<file path="src/rtl/ecc_err_mgr_pkg.sv">
// Shared types and constants for the ECC 177 error manager.
package ecc_err_mgr_pkg;

  typedef enum logic [2:0] {
    StIdle,
    StMonitor,
    StReqS,
    StChkS,
    StReqD,
    StChkD
  } err_mgr_state_e;

  // Cycles allowed in a check state before the self-test is declared failed.
  localparam int unsigned ChkTimeout = 15;

  localparam int unsigned StatFault    = 2;
  localparam int unsigned StatDbit     = 1;
  localparam int unsigned StatTestFail = 0;

endpackage

</file>
<file path="src/rtl/ecc_err_sat_cnt.sv">
// Saturating up-counter with synchronous clear; holds at all-ones instead of wrapping.
module ecc_err_sat_cnt #(
  parameter int unsigned Width = 8
) (
  input  logic             clk,
  input  logic             rst_n,
  input  logic             clr,
  input  logic             inc,
  output logic [Width-1:0] cnt
);

  logic [Width-1:0] cnt_q;

  always_ff @(posedge clk) begin
    if (!rst_n) begin
      cnt_q <= '0;
    end else if (clr) begin
      cnt_q <= '0;
    end else if (inc && (cnt_q != '1)) begin
      cnt_q <= cnt_q + 1'b1;
    end
  end

  assign cnt = cnt_q;

endmodule

</file>
<file path="src/rtl/ecc_177_err_mgr.sv">
// ECC 177 error manager: error counters, sticky status and irq for the redundant checker.
// Periodic checker self-test is built only when ECC_ERR_MGR_SELFTEST_EN is defined.
module ecc_177_err_mgr
  import ecc_err_mgr_pkg::*;
#(
  parameter int unsigned CNT_WIDTH    = 8,
  parameter int unsigned PERIOD_WIDTH = 16
) (
  input  logic                    clk,
  input  logic                    rst_n,
  input  logic                    rd_vld,
  input  logic                    sbit_err,
  input  logic                    dbit_err,
  input  logic                    ecc_fault,
  input  logic                    cfg_en,
  input  logic [CNT_WIDTH-1:0]    cfg_thr,
  input  logic [PERIOD_WIDTH-1:0] cfg_period,
  input  logic                    clr,
  input  logic                    test_gnt,
  output logic                    fault_detc_en,
  output logic                    test_req,
  output logic                    inj_sbit,
  output logic                    inj_dbit,
  output logic [CNT_WIDTH-1:0]    sbit_cnt,
  output logic [CNT_WIDTH-1:0]    dbit_cnt,
  output logic [2:0]              status,
  output logic                    irq
);

  err_mgr_state_e state_q, state_d;
  logic [2:0]     status_q, status_d;
  logic           fde_q;
  logic           in_mon, sbit_inc, dbit_inc;

  // Only functional reads seen in MONITOR are counted; self-test reads land in CHK states.
  assign in_mon   = (state_q == StMonitor);
  assign sbit_inc = rd_vld & sbit_err & in_mon;
  assign dbit_inc = rd_vld & dbit_err & in_mon;

  ecc_err_sat_cnt #(
    .Width(CNT_WIDTH)
  ) u_sbit_cnt (
    .clk  (clk),
    .rst_n(rst_n),
    .clr  (clr),
    .inc  (sbit_inc),
    .cnt  (sbit_cnt)
  );

  ecc_err_sat_cnt #(
    .Width(CNT_WIDTH)
  ) u_dbit_cnt (
    .clk  (clk),
    .rst_n(rst_n),
    .clr  (clr),
    .inc  (dbit_inc),
    .cnt  (dbit_cnt)
  );

`ifdef ECC_ERR_MGR_SELFTEST_EN
  logic [PERIOD_WIDTH-1:0] period_q, period_d;
  logic [3:0]              tmo_q, tmo_d;
  logic                    tmo_hit;

  assign tmo_hit = (tmo_q == 4'(ChkTimeout - 1));
`else
  logic unused_selftest;
  assign unused_selftest = ^{test_gnt, cfg_period};
`endif

  always_comb begin
    state_d  = state_q;
    status_d = status_q;
    test_req = 1'b0;
    inj_sbit = 1'b0;
    inj_dbit = 1'b0;

    if (rd_vld && ecc_fault) status_d[StatFault] = 1'b1;
    if (dbit_inc)            status_d[StatDbit]  = 1'b1;

`ifdef ECC_ERR_MGR_SELFTEST_EN
    test_req = (state_q == StReqS) || (state_q == StReqD);
`endif

    if (!cfg_en) begin
      state_d = StIdle;
    end else begin
      unique case (state_q)
        StIdle: state_d = StMonitor;
        StMonitor: begin
`ifdef ECC_ERR_MGR_SELFTEST_EN
          if ((cfg_period != '0) && (period_q >= cfg_period - 1'b1)) state_d = StReqS;
`endif
        end
`ifdef ECC_ERR_MGR_SELFTEST_EN
        StReqS: begin
          if (test_gnt) begin
            inj_sbit = 1'b1;
            state_d  = StChkS;
          end
        end
        StChkS: begin
          if (rd_vld && sbit_err && !dbit_err) begin
            state_d = StReqD;
          end else if (rd_vld || tmo_hit) begin
            status_d[StatTestFail] = 1'b1;
            state_d                = StMonitor;
          end
        end
        StReqD: begin
          if (test_gnt) begin
            inj_dbit = 1'b1;
            state_d  = StChkD;
          end
        end
        StChkD: begin
          if (rd_vld || tmo_hit) begin
            if (!(rd_vld && dbit_err)) status_d[StatTestFail] = 1'b1;
            state_d = StMonitor;
          end
        end
`endif
        default: state_d = StIdle;
      endcase
    end

    // Clear wins over any same-cycle status event; the FSM itself is left alone.
    if (clr) status_d = '0;

`ifdef ECC_ERR_MGR_SELFTEST_EN
    period_d = (in_mon && (state_d == StMonitor)) ? period_q + 1'b1 : '0;
    tmo_d    = (state_d == state_q) ? tmo_q + 1'b1 : '0;
`endif
  end

  always_ff @(posedge clk) begin
    if (!rst_n) begin
      state_q  <= StIdle;
      status_q <= '0;
      fde_q    <= 1'b0;
    end else begin
      state_q  <= state_d;
      status_q <= status_d;
      fde_q    <= cfg_en;
    end
  end

`ifdef ECC_ERR_MGR_SELFTEST_EN
  always_ff @(posedge clk) begin
    if (!rst_n) begin
      period_q <= '0;
      tmo_q    <= '0;
    end else begin
      period_q <= period_d;
      tmo_q    <= tmo_d;
    end
  end
`endif

  assign fault_detc_en = fde_q;
  assign status        = status_q;
  assign irq           = (|status_q) || ((cfg_thr != '0) && (sbit_cnt >= cfg_thr));

endmodule

</file>
<file path="config.mk">
export PLATFORM = sky130hd
export DESIGN_NAME = ecc_177_err_mgr
export DESIGN_NICKNAME = d
export VERILOG_FILES = /design/src/rtl/ecc_err_mgr_pkg.sv /design/src/rtl/ecc_err_sat_cnt.sv /design/src/rtl/ecc_177_err_mgr.sv
export SDC_FILE = /design/constraint.sdc
export NUM_CORES = 1
export LEC_CHECK = 0
export CORE_MARGIN = 2
export CORE_UTILIZATION = 40
export CTS_CLUSTER_SIZE = 8
export DETAILED_ROUTE_END_ITERATION = 12
export HOLD_SLACK_MARGIN = 0.08
export PLACE_DENSITY = 0.79
export SLEW_MARGIN = 20
export SYNTH_ARGS = -nofsm -noshare
export SYNTH_HDL_FRONTEND = slang
export SYNTH_SLANG_ARGS = --single-unit
export TNS_END_PERCENT = 50
</file>
<file path="constraint.sdc">
create_clock -name clk -period 4.5 [get_ports clk]
set_input_delay 1.35 -clock clk [delete_from_list [all_inputs] [get_ports clk]]
set_output_delay 1.35 -clock clk [all_outputs]
set_load 0.05 [all_outputs]
</file>
==> impl_metrics.csv <==
group,metric,value,unit
run_status,status,"finished, final reports clean",
synthesis,syn-cell-area,1170,um^2
setup_path,crit_required,3.15,ns
synthesis,seq_area_frac_synth,34.3,%
floorplanning,initial_core_util,42.3,%
synthesis,synth_flop_cell,"dfxtp_1",
clocking,cts_hold_buf,0,
synthesis,syn_inst,131,
setup_path,reg2reg_slack,2.99,ns
synthesis,synth.mux.area_fraction,1.72,%
clocking,cts_resized,0,
power_and_ir_drop,irDropWorstVdd,0.165,mV
floorplanning,rows,19,
routing,wl_per_cell,13.6,um
power_and_ir_drop,power_density,210,nW/um^2
synthesis,ys_seq_elements,20,
power_and_ir_drop,total_leakage_power,0.000622,uW
cells_and_area,nets,211,
min_path,hp-class,"reg -> reg",
cells_and_area,instances_no_fill,198,
cells_and_area,regArea,400,um^2
setup_path,crit_fanout,2,
sta,skew,0.00313,ns
setup_path,worst-setup-path-type,"in -> out",
placed_design,dp_cells,194,
synthesis,avgSynthCellArea,8.90,um^2
grt,grt_max_degree,18,
sta,max_freq,0.236,GHz
synthesis,yosys_warnings,0,
routing,drc,0,
placed_design,gp_congestion,0.898,
synthesis,async_reset_ff_share,0,%
clocking,post_cts_buffers,0,
cells_and_area,drive_above_1_share,9.58,%
sta,tns,0,ns
routing,antenna_left,0,
synthesis,yosys.area_share.simple,25.2,%
floorplanning,core_area,2760,um^2
cells_and_area,diodes,0,
cells_and_area,syn2layout_area_growth,35.1,%
clocking,cts_tree,"yes",
grt,grt_overflow,0,
sta,setup_viol_count_final,0,
grt,antenna_found_initial,0,
cells_and_area,fill_cells,266,
setup_path,endpoint_kind,"primary output",
sta,period_needed,4.24,ns
floorplanning,fp.dieW,58.0,um
power_and_ir_drop,total_power,330,uW
sta,hold_viol_final,0,
sta,worst_pin_slew,0.674,ns
synthesis,synthTopCellsByArea,"dfxtp_1 34%, ha_1 11%, xor2_1 5.3%, nor2_1 5.2%, o211ai_4 3.6%",
setup_path,start_kind,"input pin",
routing,first_iter_violations,16,
run,cap_violations,0,
grt,grt_pass1_wl,4680,um
cells_and_area,multiInputGateArea,709,um^2
placed_design,hpwl,2120,um
routing,vias,1084,
grt,grt_pass1_vias,1130,
routing,wirelength,2690,um
sta,slew_headroom,55.0,%
synthesis,synthAdderAreaFrac,10.7,%
clocking,cts_buffers,3,
floorplanning,ioPinCount,57,
setup_path,critPathArrivalTime,2.89,ns
sta,rsz0062_at_grt,"false",
synthesis,synth_edf_count,0,
sta,min_period_over_period,94.2,%
floorplanning,die-area,3360,um^2
synthesis,synth_top_family_by_area,"simple AND/OR/NAND/NOR gates",
synthesis,synth_top_cell_by_area,"dfxtp_1",
sta,slew_viol_final,0,
grt,grt.total_usage,17.5,%
floorplanning,die_y,58.0,um
placed_design,port_buffers,35,
routing,first_pass_iters,4,
clocking,clkSinkCount,20,
synthesis,synth_common_cells,"20 x dfxtp_1, 16 x nor2_1, 10 x ha_1, 8 x inv_1",
routing,vias_per_cell,5.47,
clocking,clockBufferDepth,2,
synthesis,yosysUniqueCellTypes,35,
clocking,clockRootBuffer,"clkbuf_4",
synthesis,yosysMostFrequentCell,"dfxtp_1",
synthesis,synth-xor-area-share,6.01,%
synthesis,synth_compound_area_share,15.9,%
clocking,clkLatencyLatePin,0.30,ns
clocking,clkTransAtPathRegs,0.11,ns
synthesis,synth_top_area_share,34.3,%
clocking,htreeDepth,1,
==> path summary, 6_finish.rpt <==
kind	depth (start not counted)	from	endpoint
worst max-delay path	8	cfg_thr[5]	irq
worst max register to register	5	u_dbit_cnt.cnt[0]	u_dbit_cnt.cnt[1]
worst min-delay path	2	u_dbit_cnt.cnt[7]	u_dbit_cnt.cnt[7]
worst min register to register	2	u_dbit_cnt.cnt[7]	u_dbit_cnt.cnt[7]
==> where the power goes <==
part           internal [uW]  switching, uW
clock network           49.3           54.4
registers                179           1.16
logic                   20.7           26.1
total                    249           81.6
==> worst max-delay path: stages <==
cell and delay, ns:
clkdlybuf4s50_1 0.48, inv_1 0.05, ha_1 0.29, nand4_1 0.10, nor2_1 0.11, o31ai_1 0.07, a31oi_1 0.26, buf_12 0.18
==> area by class of cell <==
class	count	share of cell area [%]
clock buffer	4	2.30
inverter	8	1.91
multi-input combinational	100	45.0
sequential	20	25.4
tap	31	2.46
timing repair buffer	35	22.9
==> logic make-up after synthesis <==
kind of cell	Yosys count
simple gates	51
compound gates	25
flops	20
buf+inv	14
fa+ha+maj	10
xor+xnor	8
mux	2
other cells	1
==> layout by cell type (no fill, tap or decap), types with 3 or more instances in the layout <==
| master | instances |
|---|---|
| a21oi_1 | 7 |
| clkbuf_4 | 3 |
| clkdlybuf4s50_1 | 34 |
| conb_1 | 4 |
| dfxtp_1 | 20 |
| ha_1 | 10 |
| inv_1 | 8 |
| nand2_1 | 5 |
| nor2_1 | 16 |
| nor2b_1 | 3 |
| nor3_1 | 3 |
| o211ai_1 | 3 |
| o21ai_0 | 6 |
| or3_1 | 4 |
| xor2_1 | 7 |
==> per-stage QoR <==
| stage | hold slack [ns] | setup slack [ns] | utilization (%) | cell area (um^2) |
|---|---|---|---|---|
| 2_1_floorplan | 0.670 | 0.393 | - | 1180 |
| 5_1_grt | 0.547 | 0.136 | 57.1 | 1580 |
| 4_1_cts | 0.521 | 0.244 | 57.1 | 1580 |
| 6_report | 0.520 | 0.261 | 57.1 | 1580 |
| 3_5_place_dp | 0.499 | 0.249 | 55.8 | 1540 |
| 3_3_place_gp | 0.486 | 0.258 | 55.8 | 1540 |
==> state kept, by name, indices dropped and copies added, names as in the netlist <==
register        count
fault_detc_en       1
u_sbit_cnt.cnt      8
status              2
u_dbit_cnt.cnt      8
state_q             1
==> metal layers <==
layer | GRT usage (%) | part of all wire (%)
met1 | 20.2 | 42
met2 | 32.6 | 51
met3 | 2.23 | 6.5
met4 | 6.64 | 0.37
met5 | 0 | 0
Note: power is estimated with default switching activity, not from simulation.
